===== src/rtl/render_pkg.sv =====
// Shared types and default frame-buffer geometry for the frame sequencer.
package render_pkg;

    typedef enum logic [2:0] {
        ST_IDLE       = 3'd0,
        ST_CLEAR      = 3'd1,
        ST_START      = 3'd2,
        ST_RENDER     = 3'd3,
        ST_WAIT_VSYNC = 3'd4,
        ST_SWAP       = 3'd5
    } state_t;

    localparam int unsigned DEF_FB_PIXELS   = 307200;
    localparam logic [19:0] DEF_BUF0_BASE   = 20'h00000;
    localparam logic [19:0] DEF_BUF1_BASE   = 20'h4B000;
    localparam logic [15:0] DEF_CLEAR_COLOR = 16'h0000;

endpackage


===== src/rtl/frame_sequencer.sv =====
// Double-buffered frame sequencer: clears the back buffer, lets the renderer draw
// into it, then swaps front/back on the first vertical blank after the frame completes.
module frame_sequencer
    import render_pkg::*;
#(
    parameter int unsigned FB_PIXELS   = DEF_FB_PIXELS,
    parameter logic [19:0] BUF0_BASE   = DEF_BUF0_BASE,
    parameter logic [19:0] BUF1_BASE   = DEF_BUF1_BASE,
    parameter logic [15:0] CLEAR_COLOR = DEF_CLEAR_COLOR
) (
    input  logic        clock,
    input  logic        reset,
    input  logic        enable,
    input  logic        vsync,
    input  logic        completed_frame,
    input  logic        rf_SRAM_write_enable,
    input  logic [19:0] rf_SRAM_address,
    input  logic [15:0] rf_SRAM_data,
    output logic        begin_frame,
    output logic [19:0] SRAM_address_offset,
    output logic [19:0] display_offset,
    output logic        SRAM_write_enable,
    output logic [19:0] SRAM_address,
    output logic [15:0] SRAM_data,
    output logic [15:0] frame_count,
    output logic        busy,
    output state_t      state_dbg
);

    localparam logic [19:0] LAST_PIXEL = 20'(FB_PIXELS - 1);

    state_t      state_q, state_d;
    logic [19:0] counter_q, counter_d;
    logic [15:0] frame_count_q, frame_count_d;
    logic [19:0] back_base_q, back_base_d;
    logic [19:0] front_base_q, front_base_d;
    logic        cf_prev_q, vs_prev_q;

    logic cf_rise;
    logic vs_rise;

    // The registered copies track the inputs in every state, so a level that is
    // already high when a state is entered never looks like a fresh edge.
    assign cf_rise = completed_frame & ~cf_prev_q;
    assign vs_rise = vsync & ~vs_prev_q;

    always_comb begin
        state_d       = state_q;
        counter_d     = counter_q;
        frame_count_d = frame_count_q;
        back_base_d   = back_base_q;
        front_base_d  = front_base_q;
        unique case (state_q)
            ST_IDLE: begin
                counter_d = '0;
                if (enable) state_d = ST_CLEAR;
            end
            ST_CLEAR: begin
                if (counter_q == LAST_PIXEL) begin
                    counter_d = '0;
                    state_d   = ST_START;
                end else begin
                    counter_d = counter_q + 20'd1;
                end
            end
            ST_START: state_d = ST_RENDER;
            ST_RENDER: begin
                if (cf_rise) state_d = ST_WAIT_VSYNC;
            end
            ST_WAIT_VSYNC: begin
                if (vs_rise) state_d = ST_SWAP;
            end
            ST_SWAP: begin
                back_base_d   = front_base_q;
                front_base_d  = back_base_q;
                frame_count_d = frame_count_q + 16'd1;
                state_d       = enable ? ST_CLEAR : ST_IDLE;
            end
            default: state_d = ST_IDLE;
        endcase
    end

    always_ff @(posedge clock) begin
        if (reset) begin
            state_q       <= ST_IDLE;
            counter_q     <= '0;
            frame_count_q <= '0;
            back_base_q   <= BUF1_BASE;
            front_base_q  <= BUF0_BASE;
            cf_prev_q     <= 1'b0;
            vs_prev_q     <= 1'b0;
        end else begin
            state_q       <= state_d;
            counter_q     <= counter_d;
            frame_count_q <= frame_count_d;
            back_base_q   <= back_base_d;
            front_base_q  <= front_base_d;
            cf_prev_q     <= completed_frame;
            vs_prev_q     <= vsync;
        end
    end

    // SRAM port: clear engine in CLEAR, renderer pass-through in RENDER, idle otherwise.
    always_comb begin
        SRAM_write_enable = 1'b0;
        SRAM_address      = '0;
        SRAM_data         = '0;
        if (state_q == ST_CLEAR) begin
            SRAM_write_enable = 1'b1;
            SRAM_address      = back_base_q + counter_q;
            SRAM_data         = CLEAR_COLOR;
        end else if (state_q == ST_RENDER) begin
            SRAM_write_enable = rf_SRAM_write_enable;
            SRAM_address      = rf_SRAM_address;
            SRAM_data         = rf_SRAM_data;
        end
    end

    assign begin_frame         = (state_q == ST_START);
    assign busy                = (state_q != ST_IDLE);
    assign SRAM_address_offset = back_base_q;
    assign display_offset      = front_base_q;
    assign frame_count         = frame_count_q;
    assign state_dbg           = state_q;

endmodule


===== config.mk =====
export PLATFORM = sky130hd
export DESIGN_NAME = frame_sequencer
export DESIGN_NICKNAME = d
export VERILOG_FILES = /design/src/rtl/render_pkg.sv /design/src/rtl/frame_sequencer.sv
export SDC_FILE = /design/constraint.sdc
export NUM_CORES = 1
export LEC_CHECK = 0
export ABC_AREA = 1
export CAP_MARGIN = 20
export CORE_MARGIN = 1.5
export CORE_UTILIZATION = 44
export CTS_CLUSTER_DIAMETER = 30
export CTS_CLUSTER_SIZE = 8
export DETAILED_ROUTE_END_ITERATION = 10
export GPL_TIMING_DRIVEN = 0
export PLACE_DENSITY = 0.77
export SLEW_MARGIN = 20
export SYNTH_ARGS = -nofsm -noshare
export SYNTH_HDL_FRONTEND = slang
export SYNTH_SLANG_ARGS = --single-unit

===== constraint.sdc =====
create_clock -name clock -period 1.9 [get_ports clock]
set_clock_uncertainty 0.05 [all_clocks]
set_input_delay 0.38 -clock clock [delete_from_list [all_inputs] [get_ports clock]]
set_output_delay 0.38 -clock clock [all_outputs]
set_load 0.1 [all_outputs]

==> results of run 1 <==
==> state kept, by name, indices dropped and copies added, names as in the netlist <==
register             cells
SRAM_address_offset     20
counter_q               20
display_offset          20
frame_count             16
state_dbg                3
cf_prev_q                1
vs_prev_q                1
==> cells in the mapped netlist, types with 2 or more instances <==
master,n,area [um^2]
nand2_1,296,1110
a21oi_1,86,430
dfxtp_1,81,1620
inv_1,81,304
nor2_1,79,297
nand3_1,51,255
ha_1,21,263
clkbuf_1,16,60.1
o21ai_0,16,80.1
o21ai_1,10,50.1
inv_2,9,33.8
nand4_1,9,56.3
buf_2,7,35.0
nor3_1,7,35.0
xor2_1,7,61.3
and2_1,5,31.3
nand3b_1,5,37.5
or2_2,5,31.3
nand2_2,4,25.0
xnor2_1,4,35.0
a22o_1,3,26.3
nor2_2,3,18.8
nor2_4,3,33.8
o21bai_1,3,22.5
a21o_1,2,15.0
buf_4,2,15.0
nand3_2,2,20.0
nor3_2,2,20.0
==> final timing paths <==
kind,startpoint,endpoint,slack (ns)
max reg2reg,counter_q[0],counter_q[9],0.11
min reg2reg,display_offset[12],SRAM_address_offset[12],0.42
max,SRAM_address_offset[0],SRAM_address[12],-0.78
min,display_offset[12],SRAM_address_offset[12],0.42
==> kinds of logic after synthesis <==
group | Yosys count
simple gates | 474
xor+xnor | 11
compound gates | 123
buf+inv | 116
fa+ha+maj | 22
flops | 81
==> power breakdown <==
group | switching (uW) | leakage [uW] | internal, uW
sequential | 59.9 | 0.000685 | 1700
combinational | 2190 | 0.00292 | 1130
clock | 733 | 0.000132 | 893
==> critical path, stage by stage (launching register included) <==
cell,delay [ns]
dfxtp_4,0.38
ha_4,0.14
inv_2,0.04
fa_2,0.37
inv_4,0.09
nand3_2,0.06
nand3_2,0.09
nand2_1,0.07
nand2_2,0.12
nand2_2,0.07
nand3b_1,0.09
nand3_2,0.12
nand2_8,0.09
buf_12,0.16
==> metal layers <==
| metal | up-vias | part of all wire (%) | global-route usage (%) |
|---|---|---|---|
| li1 | 3070 | - | - |
| met1 | 2939 | 41 | 36.1 |
| met2 | 289 | 49 | 48.5 |
| met3 | 67 | 5.9 | 3.29 |
| met4 | 0 | 3.8 | 11.9 |
| met5 | - | 0 | 0 |
==> cell type report <==
class	count	area [um^2]
Multi-Input combinational cell	630	4050
Tap cell	143	179
Fill cell	729	2200
Timing Repair Buffer	197	2340
Clock buffer	9	225
Inverter	91	369
Buffer	25	178
Sequential cell	81	1780
Clock inverter	7	55.1
==> what timing repair did <==
| item | CTS | global route |
|---|---|---|
| gates cloned | 2 | 1 |
| gates resized for setup | 575 | 80 |
| pin swaps | 14 | 28 |
| buffers inserted | 23 | 33 |
| endpoints found under the hold margin | 0 | 0 |
| endpoints found under the setup margin | 113 | 52 |
==> metrics by stage <==
| step | area [um^2] | util, % | TNS (ns) | worst slack (ns) | total power [uW] |
|---|---|---|---|---|---|
| finish | 9170 | 80.7 | -15.01 | -0.775 | 6710 |
| CTS | 8620 | 75.8 | -12.33 | -0.729 | 6510 |
| floorplan | 5980 | - | -8.73 | -0.519 | 3850 |
| global route | 9170 | 80.7 | -17.15 | -0.849 | 6910 |
| global placement | 7540 | 66.3 | -45.02 | -1.50 | 4420 |
| detailed placement | 7540 | 66.3 | -45.86 | -1.53 | 4430 |
==> flow_summary.ini, run 1 <==
[outcome]
status = complete, but fails checks
violations = negative setup slack

[detailed_routing]
drc = 0
wl_mm = 19.7
wire_per_inst_um = 16.6
drt_iter0_drc = 557
drtPass1Iterations = 6
vias = 6365
ant_nets = 0
routed_via_density = 5.38

[critical_path]
critPathLaunchType = flop
rr_worst_depth = 10
worstSetupPathType = flop to output port
crit_path_end_kind = output port
cp.required_ns = 1.47
worstPathArrival_ns = 2.25
cp_max_fo = 3

[die]
rows = 39
core-area_um2 = 11400
die_x_um = 111
die_h_um = 111
start_util_pct = 44.8
boundaryPins = 140
die_area_um2 = 12200

[synth]
synth_edf_count = 0
synthFlopType = dfxtp_1
ys_warn_count = 0
ys_types = 36
async_flop_share_pct = 0
ys_seq_area_share_pct = 31.8
syn_nets = 891
synth_top_family_by_area = simple AND/OR/NAND/NOR gates
synth_seq_cells = 81
synth.area.mux_share_pct = 0
syn-cell-area_um2 = 5100
synth-compound-area-share_pct = 12.7
synthXorXnorAreaFrac_pct = 1.89
yosys.area_share.simple_pct = 39.2
synthAdderAreaFrac_pct = 5.55
syn_avg_cell_area_um2 = 6.16
syn_inst = 827

[clock_tree]
cts-root-buf = clkbuf_16
numCtsBuffers = 9
clock_latency_ns = 0.34
hold_buffers = 0
clock_sinks = 81
cts_tree = built
h-tree-depth = 3
max-clock-path-buffers = 2
cts.reportedPaths.clkPinSlew_ns = 0.06

[sta]
fmax_mhz = 374
grt_setup_unrepaired = true
maxSlewHeadroom_pct = 60.1
setup_violations = 37
tightest_slew_ns = 0.598
min_period_over_period_pct = 141
fin_crit_ns = 2.68
holdWs_ns = 0.418
hold_violations = 0
drv_slew = 0
setup_slack_ns = -0.775

[placement]
routabilityCongestion = 0.902
dp_cells = 1108
port_buffers = 138
place_hpwl_mm = 12.3

[min_path]
hold_depth = 2
hold_path.class = flop to flop

[cells_and_area]
final_common_cell = nand2_1
num-nets-final = 1099
drive_above_1_share_pct = 39.0
layout_common_cells = nand2_1, inv_1, a21oi_1, clkdlybuf4s15_2, nor2_1
instances_no_fill = 1183
diodes = 0
syn_to_final_growth_pct = 79.9

[global_routing]
grt_max_degree = 16
grt_antenna_before_repair = 0
grt_pass1_wl_mm = 28.4
grt_pass1_vias = 5854
grt_usage_pct = 28.3
grt_remaining_overflow = 0

[pwr]
vdd_drop_max_uv = 1140
leakage_uw = 0.00374
power.density_nw_per_um2 = 732

[job]
drv_cap = 0
(Power assumes the default switching activity.)
==> run 2: changes to the inputs <==
PLACE_DENSITY = 0.74   (was 0.77)
==> run 2 against run 1 <==
Net effect:
- the run still ends with negative setup slack left
- register-to-register slack lost 0.03 ns
- flip-flop and latch count did not move
- cell count decreased by 0.34%
==> flow_summary.ini, run 2 (synthesis gave the netlist of run 1 again) <==
[critical_path]
critPathLaunchType = flop
slowest_delay_ns = 0.38
rr_worst_depth = 10
cp.required_ns = 1.47
crit_path_top_delay_cell = dfxtp_4
worstPathArrival_ns = 2.34
cp_num_buf_inv = 2
timing.rr.start = counter_q[0]
r2r_slack_ns = 0.08
r2r_end = counter_q[9]
cp_max_fo = 5
cp_cell_sequence = ha_4, nand2_4, nor2_4, inv_1, nor2_1, nand3_1, nand4_1, nand3_2, nand2_8, buf_12
crit_path_end_kind = output port
worstSetupPathType = flop to output port
crit_family = simple AND/OR/NAND/NOR gates

[die]
boundaryPins = 140
die_x_um = 111
core-area_um2 = 11400
die_h_um = 111
die_area_um2 = 12200
start_util_pct = 44.8
rows = 39

[sta]
drv_slew = 0
setup_violations = 37
tightest_slew_ns = 0.642
fmax_mhz = 361
fin_crit_ns = 2.77
grt_setup_unrepaired = true
setup_slack_ns = -0.871
min_period_over_period_pct = 146
maxSlewHeadroom_pct = 57.2
hold_violations = 0

[detailed_routing]
vias = 6398
drc = 0
drtPass1Iterations = 5
wire_per_inst_um = 17.2
wl_mm = 20.3
routed_via_density = 5.43
drt_iter0_drc = 459
ant_nets = 0

[pwr]
power_uw = 6790
power.density_nw_per_um2 = 741
leakage_uw = 0.00367
vdd_drop_max_uv = 767

[cells_and_area]
layout_common_cells = nand2_1, inv_1, a21oi_1, clkdlybuf4s15_2, nor2_1
drive_above_1_share_pct = 38.8
nFillCells = 713
syn_to_final_growth_pct = 79.7
fin_util_pct = 80.6
diodes = 0
num-nets-final = 1095
final_common_cell = nand2_1

[placement]
routabilityCongestion = 0.878
port_buffers = 138
place_ws_ns = -1.56
place_hpwl_mm = 13.2

[clock_tree]
numCtsBuffers = 9
h-tree-depth = 3
cts_tree = built
cts.reportedPaths.clkPinSlew_ns = 0.07
max-clock-path-buffers = 2
clock_latency_ns = 0.34
cts-root-buf = clkbuf_16
clock_sinks = 81

[outcome]
status = complete, but fails checks
violations = negative setup slack

[global_routing]
grt_remaining_overflow = 0
grt_antenna_before_repair = 0
grt_pass1_wl_mm = 30.1
grt_max_degree = 16
grt_usage_pct = 30.5
grt_pass1_vias = 6127

[min_path]
hold_depth = 1
hold_path_end = frame_count[3]
hold_path.class = flop to flop
min_from = frame_count[3]

[job]
drv_cap = 0
[run 2: cell count changes in the layout (fill, tap and decap cells not counted), sizes merged]
cell           delta
buf               -1
clkbuf            -2
clkdlybuf4s18     -1
clkinv            -2
clkinvlp          +1
inv               +1
[run 2: area by class of cell]
cell class	instances	area, um^2	area share, %
Inverter	91	373	4.07
Clock inverter	7	53.8	0.587
Multi-Input combinational cell	630	4070	44.4
Timing Repair Buffer	196	2350	25.7
Tap cell	143	179	1.95
Clock buffer	9	225	2.46
Sequential cell	81	1770	19.4
Buffer	22	136	1.49
[run 2: repair_timing]
action | 4_1_cts | 5_1_grt
gates resized for setup | 593 | 71
hold buffers | 0 | 0
setup buffers | 28 | 30
setup endpoints to repair | 113 | 52
gates cloned | 2 | 0
pin swaps | 18 | 32
[run 2: worst max-delay path by stage]
stage / start / endpoint / cells after the start
3_3_place_gp: counter_q[0] / SRAM_address[12] / 13
4_1_cts: SRAM_address_offset[0] / SRAM_address[12] / 13
2_1_floorplan: SRAM_address_offset[0] / SRAM_address[6] / 10
3_5_place_dp: counter_q[0] / SRAM_address[12] / 13
5_1_grt: SRAM_address_offset[8] / SRAM_address[19] / 11
6_report: SRAM_address_offset[8] / SRAM_address[19] / 10
[run 2: layer usage]
layer	vias to the layer above	track usage (%)	wire length, um
met5	-	0	0
met4	0	11.7	651
met3	59	5.10	1250
met1	2998	37.5	8250
met2	289	53.1	10100
li1	3052	-	-
[run 2: per-stage QoR]
step / instance area (um^2) / setup TNS (ns) / hold slack, ns / cells
floorplan: 5980 / -8.73 / 0.433 / 827
CTS: 8770 / -13.65 / 0.410 / 1154
detailed placement: 7540 / -47.45 / 0.401 / 1108
global placement: 7540 / -45.95 / 0.392 / 1108
finish: 9160 / -15.03 / 0.408 / 1179
global route: 9160 / -17.63 / 0.430 / 1179
[run 2: power breakdown]
group	total, uW	switching (uW)	leakage [uW]	internal [uW]
clock network	1640	742	0.000130	897
logic	3380	2190	0.00285	1190
registers	1770	62.0	0.000684	1710
==> run 3: changes to the inputs <==
CORE_UTILIZATION = 49   (was 44)
CTS_CLUSTER_DIAMETER = default   (was 30)
PLACE_DENSITY = 0.78   (was 0.74)
SLEW_MARGIN = 5   (was 20)
clock period = 2.55 ns   (was 1.9 ns; I/O delays follow)
==> run 3 against run 2 <==
Net effect:
- the run still ends with negative setup slack left
- sequential power fell by 25%
- combinational power fell by 39%
- global-route usage rose by 2.7 points
- sequential share of layout area rose by 2.1 points
- power fell by 37%
- flip-flop and latch count did not move
- wire length fell by 5.6%
- first-iteration DRC count fell by 15%
- die area fell by 9.9%
- worst setup slack improved by 0.60 ns
- clock power fell by 46%
- largest cell class unchanged
==> flow_summary.ini, run 3 (synthesis gave the netlist of run 1 again) <==
[pwr]
p_int_uw = 2220
leakage_uw = 0.00347
power_uw = 4280
seqPwrFrac_pct = 31.0
power.density_nw_per_um2 = 529
vdd_drop_max_uv = 433
switchingPower_uw = 2060
power_frac_comb_pct = 48.2
clockPowerShare_pct = 20.8
p_sw_share_pct = 48.1

[placement]
routabilityCongestion = 0.981
port_buffers = 138
dp_cells = 1101
place_hpwl_mm = 13.5

[global_routing]
grt_pass1_vias = 5896
grt_max_degree = 16
grt_pass1_wl_mm = 29.2
grt_remaining_overflow = 0
grt_usage_pct = 33.1
grt_antenna_before_repair = 0

[cells_and_area]
fin_util_pct = 79.5
syn_to_final_growth_pct = 58.8
drive_above_1_share_pct = 27.1
num-nets-final = 1068
layout_common_cells = nand2_1, clkdlybuf4s50_1, inv_1, a21oi_1, nor2_1
final_common_cell = nand2_1
diodes = 0
instances_no_fill = 1145

[sta]
drv_slew = 0
fmax_mhz = 354
holdWs_ns = 0.419
hold_violations = 0
tightest_slew_ns = 1.02
min_period_over_period_pct = 111
setup_violations = 17
maxSlewHeadroom_pct = 31.5
setup_slack_ns = -0.274
grt_setup_unrepaired = true
fin_crit_ns = 2.82

[detailed_routing]
routed_via_density = 5.51
vias = 6309
wire_per_inst_um = 16.7
ant_nets = 0
drc = 0
drt_iter0_drc = 392
wl_mm = 19.2
drtPass1Iterations = 5

[clock_tree]
cts_tree = built
numCtsBuffers = 9
cts.reportedPaths.clkPinSlew_ns = 0.10
h-tree-depth = 3
clock_sinks = 81
cts-root-buf = clkbuf_8
clock_latency_ns = 0.36
max-clock-path-buffers = 2

[critical_path]
worstPathArrival_ns = 2.26
crit_path_end_kind = output port
slowest_delay_ns = 0.38
cpMostUsedCell = nand3_4
worstSetupPathType = flop to output port
cp_max_fo = 4
critPathLaunchType = flop
crit_path_top_delay_cell = dfxtp_4
cp_cell_sequence = ha_4, inv_2, fa_2, inv_4, nand3_4, nand3_4, nand2_4, nand2_4, nand2_2, nand3b_1, nand3_4, nand2_8, buf_12
cp.required_ns = 1.99

[job]
drv_cap = 0

[die]
core-area_um2 = 10200
start_util_pct = 50.0
die_area_um2 = 11000
die_x_um = 105
rows = 37
die_h_um = 105
boundaryPins = 140

[min_path]
hold_path.class = flop to flop

[outcome]
status = complete, but fails checks
violations = negative setup slack
==> run 3: changes by cell type in the layout (fill, tap and decap cells not counted), moves of 10 or more <==
cell and change:
clkdlybuf4s15_2 -54, clkdlybuf4s50_1 +47, buf_12 -26, dfxtp_4 -11, clkbuf_16 -10, nand2_1 +10
==> run 3: what timing repair did <==
item                                   in CTS  in global routing
hold buffers                                0                  0
gates cloned                                0                  0
gates resized for setup                   342                 64
endpoints found under the hold margin       0                  0
setup endpoints to repair                  40                 38
pin swaps                                  22                 25
buffers inserted                           18                 11
==> run 3: worst max-delay path: cells and delay by family, from the launching register on <==
kind | cells | cell delay (ns)
and+or+nand+nor | 8 | 0.74
buffers and inverters | 3 | 0.29
DFF | 1 | 0.38
adders and majority gates | 2 | 0.50
==> run 3: final timing paths <==
kind | startpoint | end | slack (ns) | cells after the start
min | display_offset[7] | SRAM_address_offset[7] | 0.42 | 2
max reg2reg | counter_q[0] | counter_q[9] | 0.40 | 10
max | counter_q[0] | SRAM_address[16] | -0.27 | 13
min reg2reg | display_offset[7] | SRAM_address_offset[7] | 0.42 | 2
==> run 3: power groups by stage <==
stage                     clock, uW  combinational, uW  sequential (uW)
after CTS                       898               1990             1330
after detailed placement          0               1810             1370
after global placement            0               1800             1360
final                           892               2060             1330
after floorplan                   0               1240             1470
after global routing            955               2130             1330
==> run 3: final cells by class <==
class	count	area [um^2]
Clock inverter	7	52.6
Fill cell	726	2090
Inverter	91	347
Clock buffer	9	124
Buffer	25	121
Multi-Input combinational cell	630	3770
Timing Repair Buffer	166	1770
Tap cell	136	170
Sequential cell	81	1740
==> run 3: through the flow <==
step,instance area [um^2],TNS [ns],setup WS (ns)
floorplan,5480,-0.0629,-0.0629
global placement,7040,-31.26,-1.20
detailed placement,7040,-32.77,-1.24
CTS,7810,-1.89,-0.253
global route,8100,-4.02,-0.347
finish,8100,-2.65,-0.274
==> run 3: per-layer routing <==
layer,up-vias,GRT usage [%],part of all wire [%]
met5,-,0,0
met4,0,16.9,4.8
met3,70,7.55,9.1
met2,325,54.8,47
met1,2908,40.1,39
li1,3006,-,-
